<file path="src/rtl/cic_ctrl_pkg.sv">
// rtl/cic_ctrl_pkg.sv - shared state encoding and flush-length helper for cic_interp_ctrl
package cic_ctrl_pkg;

    typedef enum logic [1:0] {
        IDLE  = 2'd0,
        PRIME = 2'd1,
        RUN   = 2'd2,
        FLUSH = 2'd3
    } state_t;

    // Output-rate pulses needed to push the last sample through the comb/integrator chain
    function automatic int flush_len(input int stages, input int delay);
        return stages * delay + 1;
    endfunction

endpackage

</file>
<file path="src/rtl/cic_interp_ctrl_if.sv">
// rtl/cic_interp_ctrl_if.sv - upstream I/Q sample stream with valid/ready handshake
interface cic_interp_ctrl_if #(
    parameter int WIDTH = 16
);
    logic [WIDTH-1:0] inph;
    logic [WIDTH-1:0] quad;
    logic             valid;
    logic             ready;

    modport master (output inph, output quad, output valid, input ready);
    modport slave  (input inph, input quad, input valid, output ready);
endinterface

</file>
<file path="src/rtl/cic_ctrl_fifo.sv">
// rtl/cic_ctrl_fifo.sv - synchronous FIFO with clear, full/empty and registered occupancy
module cic_ctrl_fifo #(
    parameter int DATA_WIDTH = 32,
    parameter int DEPTH      = 8
) (
    input  logic                    i_clock,
    input  logic                    i_reset,
    input  logic                    i_clear,
    input  logic                    i_push,
    input  logic                    i_pop,
    input  logic [DATA_WIDTH-1:0]   i_data,
    output logic [DATA_WIDTH-1:0]   o_data,
    output logic                    o_full,
    output logic                    o_empty,
    output logic [$clog2(DEPTH):0]  o_fill
);
    localparam int AW = $clog2(DEPTH);

    logic [DATA_WIDTH-1:0] r_mem [DEPTH];
    logic [AW-1:0]         r_wr_ptr;
    logic [AW-1:0]         r_rd_ptr;
    logic [AW:0]           r_fill;

    wire w_push = i_push && !o_full;
    wire w_pop  = i_pop && !o_empty;

    always_ff @(posedge i_clock) begin
        if (w_push)
            r_mem[r_wr_ptr] <= i_data;
    end

    always_ff @(posedge i_clock) begin
        if (i_reset || i_clear) begin
            r_wr_ptr <= '0;
            r_rd_ptr <= '0;
            r_fill   <= '0;
        end else begin
            if (w_push)
                r_wr_ptr <= r_wr_ptr + 1'b1;
            if (w_pop)
                r_rd_ptr <= r_rd_ptr + 1'b1;
            r_fill <= r_fill + {{AW{1'b0}}, w_push} - {{AW{1'b0}}, w_pop};
        end
    end

    assign o_data  = r_mem[r_rd_ptr];
    assign o_full  = (r_fill == (AW+1)'(DEPTH));
    assign o_empty = (r_fill == '0);
    assign o_fill  = r_fill;
endmodule

</file>
<file path="src/rtl/cic_interp_ctrl.sv">
// rtl/cic_interp_ctrl.sv - rate scheduler and input sequencer feeding a CIC interpolator
module cic_interp_ctrl
    import cic_ctrl_pkg::*;
#(
    parameter int WIDTH       = 16,
    parameter int FACTOR      = 313,
    parameter int STAGES      = 5,
    parameter int DELAY       = 2,
    parameter int FIFO_DEPTH  = 8,
    parameter int PHASE_WIDTH = 24
) (
    input  logic                        i_clock,
    input  logic                        i_reset,
    input  logic                        i_start,
    input  logic                        i_stop,
    input  logic [PHASE_WIDTH-1:0]      i_phase_inc,
    cic_interp_ctrl_if.slave            s_in,
    output logic [WIDTH-1:0]            o_cic_inph,
    output logic [WIDTH-1:0]            o_cic_quad,
    output logic                        o_cic_ready,
    input  logic                        i_cic_sample,
    output logic [1:0]                  o_state,
    output logic [$clog2(FIFO_DEPTH):0] o_fill,
    output logic                        o_underflow,
    input  logic                        i_clear_status
);
    localparam int FLUSH_LEN = flush_len(STAGES, DELAY);
    localparam int CW        = $clog2(FLUSH_LEN + 1);

    if (FACTOR < 1 || FIFO_DEPTH < 2 || (FIFO_DEPTH & (FIFO_DEPTH - 1)) != 0) begin : g_bad_param
        $error("cic_interp_ctrl: invalid FACTOR or FIFO_DEPTH");
    end

    state_t                  r_state;
    logic [PHASE_WIDTH-1:0]  r_acc;
    logic                    r_strobe;
    logic [CW-1:0]           r_flush_cnt;
    logic [WIDTH-1:0]        r_hold_inph;
    logic [WIDTH-1:0]        r_hold_quad;
    logic                    r_underflow;

    logic                    w_full;
    logic                    w_empty;
    logic [2*WIDTH-1:0]      w_head;
    logic [$clog2(FIFO_DEPTH):0] w_fill;

    wire w_in_ready = (r_state == PRIME || r_state == RUN) && !w_full;
    wire w_push     = s_in.valid && w_in_ready;
    wire w_pop      = !w_empty && ((r_state == PRIME && !i_stop) || (r_state == RUN && i_cic_sample));
    wire w_clear    = (r_state == PRIME || r_state == RUN) && i_stop;
    wire w_starve   = (r_state == RUN) && i_cic_sample && w_empty;
    wire [PHASE_WIDTH:0] w_sum = {1'b0, r_acc} + {1'b0, i_phase_inc};

    cic_ctrl_fifo #(
        .DATA_WIDTH (2*WIDTH),
        .DEPTH      (FIFO_DEPTH)
    ) u_fifo (
        .i_clock (i_clock),
        .i_reset (i_reset),
        .i_clear (w_clear),
        .i_push  (w_push),
        .i_pop   (w_pop),
        .i_data  ({s_in.quad, s_in.inph}),
        .o_data  (w_head),
        .o_full  (w_full),
        .o_empty (w_empty),
        .o_fill  (w_fill)
    );

    always_ff @(posedge i_clock) begin
        if (i_reset) begin
            r_state     <= IDLE;
            r_acc       <= '0;
            r_strobe    <= 1'b0;
            r_flush_cnt <= '0;
            r_hold_inph <= '0;
            r_hold_quad <= '0;
            r_underflow <= 1'b0;
        end else begin
            if (w_starve)
                r_underflow <= 1'b1;
            else if (i_clear_status)
                r_underflow <= 1'b0;

            case (r_state)
                IDLE: begin
                    r_acc       <= '0;
                    r_strobe    <= 1'b0;
                    r_flush_cnt <= '0;
                    r_hold_inph <= '0;
                    r_hold_quad <= '0;
                    if (i_start && !i_stop)
                        r_state <= PRIME;
                end
                PRIME: begin
                    if (i_stop) begin
                        r_state <= IDLE;
                    end else if (!w_empty) begin
                        {r_hold_quad, r_hold_inph} <= w_head;
                        r_state <= RUN;
                    end
                end
                RUN: begin
                    r_acc    <= w_sum[PHASE_WIDTH-1:0];
                    r_strobe <= w_sum[PHASE_WIDTH];
                    // An empty FIFO feeds zeros so the CIC never re-integrates a stale sample
                    if (i_cic_sample)
                        {r_hold_quad, r_hold_inph} <= w_empty ? '0 : w_head;
                    if (i_stop) begin
                        r_state     <= FLUSH;
                        r_flush_cnt <= '0;
                    end
                end
                FLUSH: begin
                    r_acc       <= w_sum[PHASE_WIDTH-1:0];
                    r_strobe    <= w_sum[PHASE_WIDTH];
                    r_hold_inph <= '0;
                    r_hold_quad <= '0;
                    if (i_cic_sample) begin
                        if (r_flush_cnt == CW'(FLUSH_LEN - 1)) begin
                            r_state     <= IDLE;
                            r_acc       <= '0;
                            r_strobe    <= 1'b0;
                            r_flush_cnt <= '0;
                        end else begin
                            r_flush_cnt <= r_flush_cnt + 1'b1;
                        end
                    end
                end
                default: r_state <= IDLE;
            endcase
        end
    end

    assign s_in.ready  = w_in_ready;
    assign o_cic_inph  = r_hold_inph;
    assign o_cic_quad  = r_hold_quad;
    assign o_cic_ready = r_strobe;
    assign o_state     = r_state;
    assign o_fill      = w_fill;
    assign o_underflow = r_underflow;
endmodule

</file>
<file path="src/flat_wrapper.sv">
// flat-port wrapper written by rule: the top's interface ports become plain ports
module cic_interp_ctrl_flat import cic_ctrl_pkg::*;
#(
    parameter int WIDTH       = 16,
    parameter int FACTOR      = 313,
    parameter int STAGES      = 5,
    parameter int DELAY       = 2,
    parameter int FIFO_DEPTH  = 8,
    parameter int PHASE_WIDTH = 24
)
  (i_clock, i_reset, i_start, i_stop, i_phase_inc, o_cic_inph, o_cic_quad, o_cic_ready, i_cic_sample, o_state, o_fill, o_underflow, i_clear_status, s_in_inph, s_in_quad, s_in_valid, s_in_ready);
  cic_interp_ctrl_if #(.WIDTH(WIDTH)) s_in_i ();
  input  logic i_clock;
  input  logic i_reset;
  input  logic i_start;
  input  logic i_stop;
  input  logic [PHASE_WIDTH-1:0] i_phase_inc;
  output logic [WIDTH-1:0] o_cic_inph;
  output logic [WIDTH-1:0] o_cic_quad;
  output logic o_cic_ready;
  input  logic i_cic_sample;
  output logic [1:0] o_state;
  output logic [$clog2(FIFO_DEPTH):0] o_fill;
  output logic o_underflow;
  input  logic i_clear_status;
  input wire logic [$bits(s_in_i.inph)-1:0] s_in_inph;
  input wire logic [$bits(s_in_i.quad)-1:0] s_in_quad;
  input wire logic [$bits(s_in_i.valid)-1:0] s_in_valid;
  output wire logic [$bits(s_in_i.ready)-1:0] s_in_ready;
  assign s_in_i.inph = s_in_inph;
  assign s_in_i.quad = s_in_quad;
  assign s_in_i.valid = s_in_valid;
  assign s_in_ready = s_in_i.ready;
  cic_interp_ctrl #(.WIDTH(WIDTH), .FACTOR(FACTOR), .STAGES(STAGES), .DELAY(DELAY), .FIFO_DEPTH(FIFO_DEPTH), .PHASE_WIDTH(PHASE_WIDTH)) u_core (.i_clock(i_clock), .i_reset(i_reset), .i_start(i_start), .i_stop(i_stop), .i_phase_inc(i_phase_inc), .s_in(s_in_i), .o_cic_inph(o_cic_inph), .o_cic_quad(o_cic_quad), .o_cic_ready(o_cic_ready), .i_cic_sample(i_cic_sample), .o_state(o_state), .o_fill(o_fill), .o_underflow(o_underflow), .i_clear_status(i_clear_status));
endmodule
</file>
<file path="config.mk">
export PLATFORM = sky130hd
export DESIGN_NAME = cic_interp_ctrl_flat
export DESIGN_NICKNAME = d
export VERILOG_FILES = /design/src/rtl/cic_ctrl_pkg.sv /design/src/rtl/cic_interp_ctrl_if.sv /design/src/rtl/cic_ctrl_fifo.sv /design/src/rtl/cic_interp_ctrl.sv /design/src/flat_wrapper.sv
export SDC_FILE = /design/constraint.sdc
export NUM_CORES = 1
export LEC_CHECK = 0
export CAP_MARGIN = 10
export CORE_UTILIZATION = 45
export DETAILED_ROUTE_END_ITERATION = 7
export GPL_TIMING_DRIVEN = 0
export MAX_ROUTING_LAYER = met4
export PLACE_DENSITY = 0.66
export SLEW_MARGIN = 30
export SYNTH_ARGS = -nofsm -noshare
export SYNTH_HDL_FRONTEND = slang
export SYNTH_SLANG_ARGS = --single-unit
</file>
<file path="constraint.sdc">
create_clock -name i_clock -period 4.2 [get_ports i_clock]
set_clock_uncertainty 0.2 [all_clocks]
set_input_delay 0.63 -clock i_clock [delete_from_list [all_inputs] [get_ports i_clock]]
set_output_delay 0.63 -clock i_clock [all_outputs]
set_load 0.02 [all_outputs]
</file>
==> flow_summary.toml <==
[clock_tree]
htree_levels = 2
cts.clk_slew.worst_paths_ns = 0.06
clockBufferDepth = 3
post_cts_buffers = 0
clock_latency_ns = 0.52
clkSinkCount = 333
post_cts_resized = 0
cts_tree = "yes"
root_buffer = "clkbuf_16"
cts_buffers = 35
ctsHoldBuffers = 0

[critical_path]
ff2ff_path_depth = 9
cp.required_ns = 4.21
startpoint_type = "flop"
path_class = "reg2reg"
crit_path_end_kind = "flop"
cp_max_fo = 10
r2r_setup_slack_ns = 0.83
arrival_ns = 3.38

[grt]
grt_max_degree = 18
grt_use_total_pct = 20.0
grt_pass1_vias = 8259
antenna_found_initial = 2
overflow = 0
grt_pass1_wl_mm = 46.1

[power_and_ir_drop]
leakagePower_nw = 5.58
ir_drop_mv = 0.272
total_power_mw = 7.66
power.density_nw_per_um2 = 453

[routing]
dr.max_layer_used = "met4"
post-route-drc-count = 0
vias = 8063
met1_length_mm = 13.1
drt_wl_total_mm = 29.8
wl_met3_mm = 1.66
met2_length_mm = 14.5
wire_per_inst_um = 20.3
ant_nets = 0
drtIter0Drc = 540
dr.pass1.iters = 5
via_per_inst = 5.50

[floorplan]
rows = 63
ioPinCount = 104
die-area_um2 = 31500
start_util_pct = 46.2
die_w_um = 177
die_h_um = 177
coreArea_um2 = 30000

[sta]
hold_viol = 0
finalMaxSlewViolations = 0
max_freq_ghz = 0.297
fin_crit_sh_pct = 80.2
rsz0062_at_grt = "false"
slew_headroom_pct = 40.1
fin_crit_ns = 3.37
whs_ns = 0.248
setup_violations = 0
tightestPinTransition_ns = 0.898
setup_tns_ns = 0

[synthesis]
postSynthCellCount = 892
async_flop_share_pct = 0
syn-cell-area_um2 = 13800
synth-edff-count = 256
syn_area_per_cell_um2 = 15.5
ys_seq_elements = 333
ys_warn_count = 0
synthFlopType = "edfxtp_1"
ys_types = 70
synth_nets = 995
ys_seq_area_share_pct = 66.7

[finish]
fin_cells = 1467
seqCellArea_um2 = 9230
final_nets = 1152
areaGrowthSynthToFinish_pct = 22.1
fillCellCount = 2381
drive_gt1_share_pct = 17.2
multiInputGateArea_um2 = 4390

[min_path]
holdPathStages = 2
hp-class = "reg2reg"

[place]
dp_hpwl_mm = 20.0
placed_cells = 1402
place_congestion = 0.845
numPortBuffers = 103

[outcome]
status = "finished, final reports clean"

[flow_run]
max_cap_violations = 0
stage by stage:
step | area [um2] | util, % | setup slack [ns]
after CTS | 16900 | 56.4 | 0.778
after global placement | 15400 | 51.3 | -1.04
after global routing | 16900 | 56.4 | 0.583
after floorplan | 13900 | - | 0.313
final | 16900 | 56.4 | 0.833
after detailed placement | 15800 | 52.7 | 0.734
power by group:
group          internal, mW  switching (mW)  leakage, nW
Sequential             3.65          0.0492         2.93
Combinational         0.421           0.537         2.10
Clock                  1.74            1.26        0.548
Total                  5.80            1.85         5.58
layout make-up:
cell class                      count  share of cell area, %
Antenna cell                        2                 0.0296
Buffer                             39                   1.26
Clock buffer                       41                   5.56
Clock inverter                     22                   1.10
Inverter                           23                  0.511
Multi-Input combinational cell    497                   25.9
Sequential cell                   333                   54.6
Tap cell                          390                   2.89
Timing Repair Buffer              120                   8.13
worst max-delay path: stages (launching register included):
cell and delay (ns):
dfxtp_1 0.37, inv_1 0.10, ha_1 0.30, a21boi_1 0.39
nand2_1 0.18, or2_1 0.40, nor3_4 0.54, buf_8 0.24
buf_8 0.17, buf_8 0.16
registers in the layout, indices dropped and copies added, names as in the netlist, named ones only:
register	flops
u_core.o_cic_inph	16
u_core.o_cic_quad	16
u_core.o_cic_ready	1
u_core.o_state	1
u_core.o_underflow	1
u_core.r_acc	24
u_core.r_flush_cnt	4
u_core.u_fifo.o_fill	4
u_core.u_fifo.r_mem	256
u_core.u_fifo.r_rd_ptr	3
u_core.u_fifo.r_wr_ptr	3
cell usage after synthesis (5+ instances only):
cell type  count  share of area, %
edfxtp_1     256                56
nor2_1       103               2.8
dfxtp_1       77                11
mux4_2        64                10
a21oi_1       59               2.1
nand2_1       42               1.1
ha_1          38               3.4
mux2i_1       34               2.5
inv_1         21              0.57
clkbuf_1      19              0.52
o21ai_0       16              0.58
o21ai_1       16              0.58
xor2_1        15              0.95
nand3_1       11              0.40
a22oi_1        9              0.49
xnor2_1        9              0.57
a21o_1         6              0.33
buf_4          6              0.33
a211oi_1       5              0.27
a31oi_1        5              0.23
buf_2          5              0.18
buf_6          5              0.41
cells in the final DEF (no fill, tap or decap), drive strengths merged, types with 4 or more instances in the layout:
| master | count |
|---|---|
| nand2 | 43 |
| clkbuf | 60 |
| ha | 38 |
| edfxtp | 256 |
| buf | 37 |
| o211ai | 4 |
| mux4 | 64 |
| xnor2 | 9 |
| xor2 | 15 |
| or2 | 4 |
| nand2b | 4 |
| clkinvlp | 5 |
| a22oi | 9 |
| a31oi | 7 |
| clkdlybuf4s50 | 103 |
| a21o | 6 |
| inv | 24 |
| nor2 | 103 |
| a211oi | 6 |
| dfxtp | 77 |
| clkinv | 14 |
| mux2i | 34 |
| a21oi | 62 |
| nand3 | 11 |
| o21ai | 33 |
cells by family after synthesis:
| group | synth area share [%] |
|---|---|
| AO/OA/AOI/OAI | 7.42 |
| XOR/XNOR | 1.52 |
| adder cells (fa/ha/maj) | 3.72 |
| buffers and inverters | 2.16 |
| flip-flops | 66.7 |
| multiplexers | 12.9 |
| AND/OR/NAND/NOR | 5.66 |
metal layers:
layer / vias up / GRT usage, %
li1: 3758 / -
met1: 4043 / 26.1
met2: 219 / 32.6
met3: 43 / 3.34
met4: 0 / 5.24
met5: - / -
path summary, 6_finish.rpt:
kind | start | endpoint
hold / removal | u_core.r_acc[9] | u_core.r_acc[9]
setup reg to reg | u_core.o_state[0] | u_core.u_fifo.r_mem[0][31]
setup / recovery | u_core.o_state[0] | u_core.u_fifo.r_mem[0][31]
hold reg to reg | u_core.r_acc[9] | u_core.r_acc[9]
No activity file was read; power rests on OpenSTA's default activity.
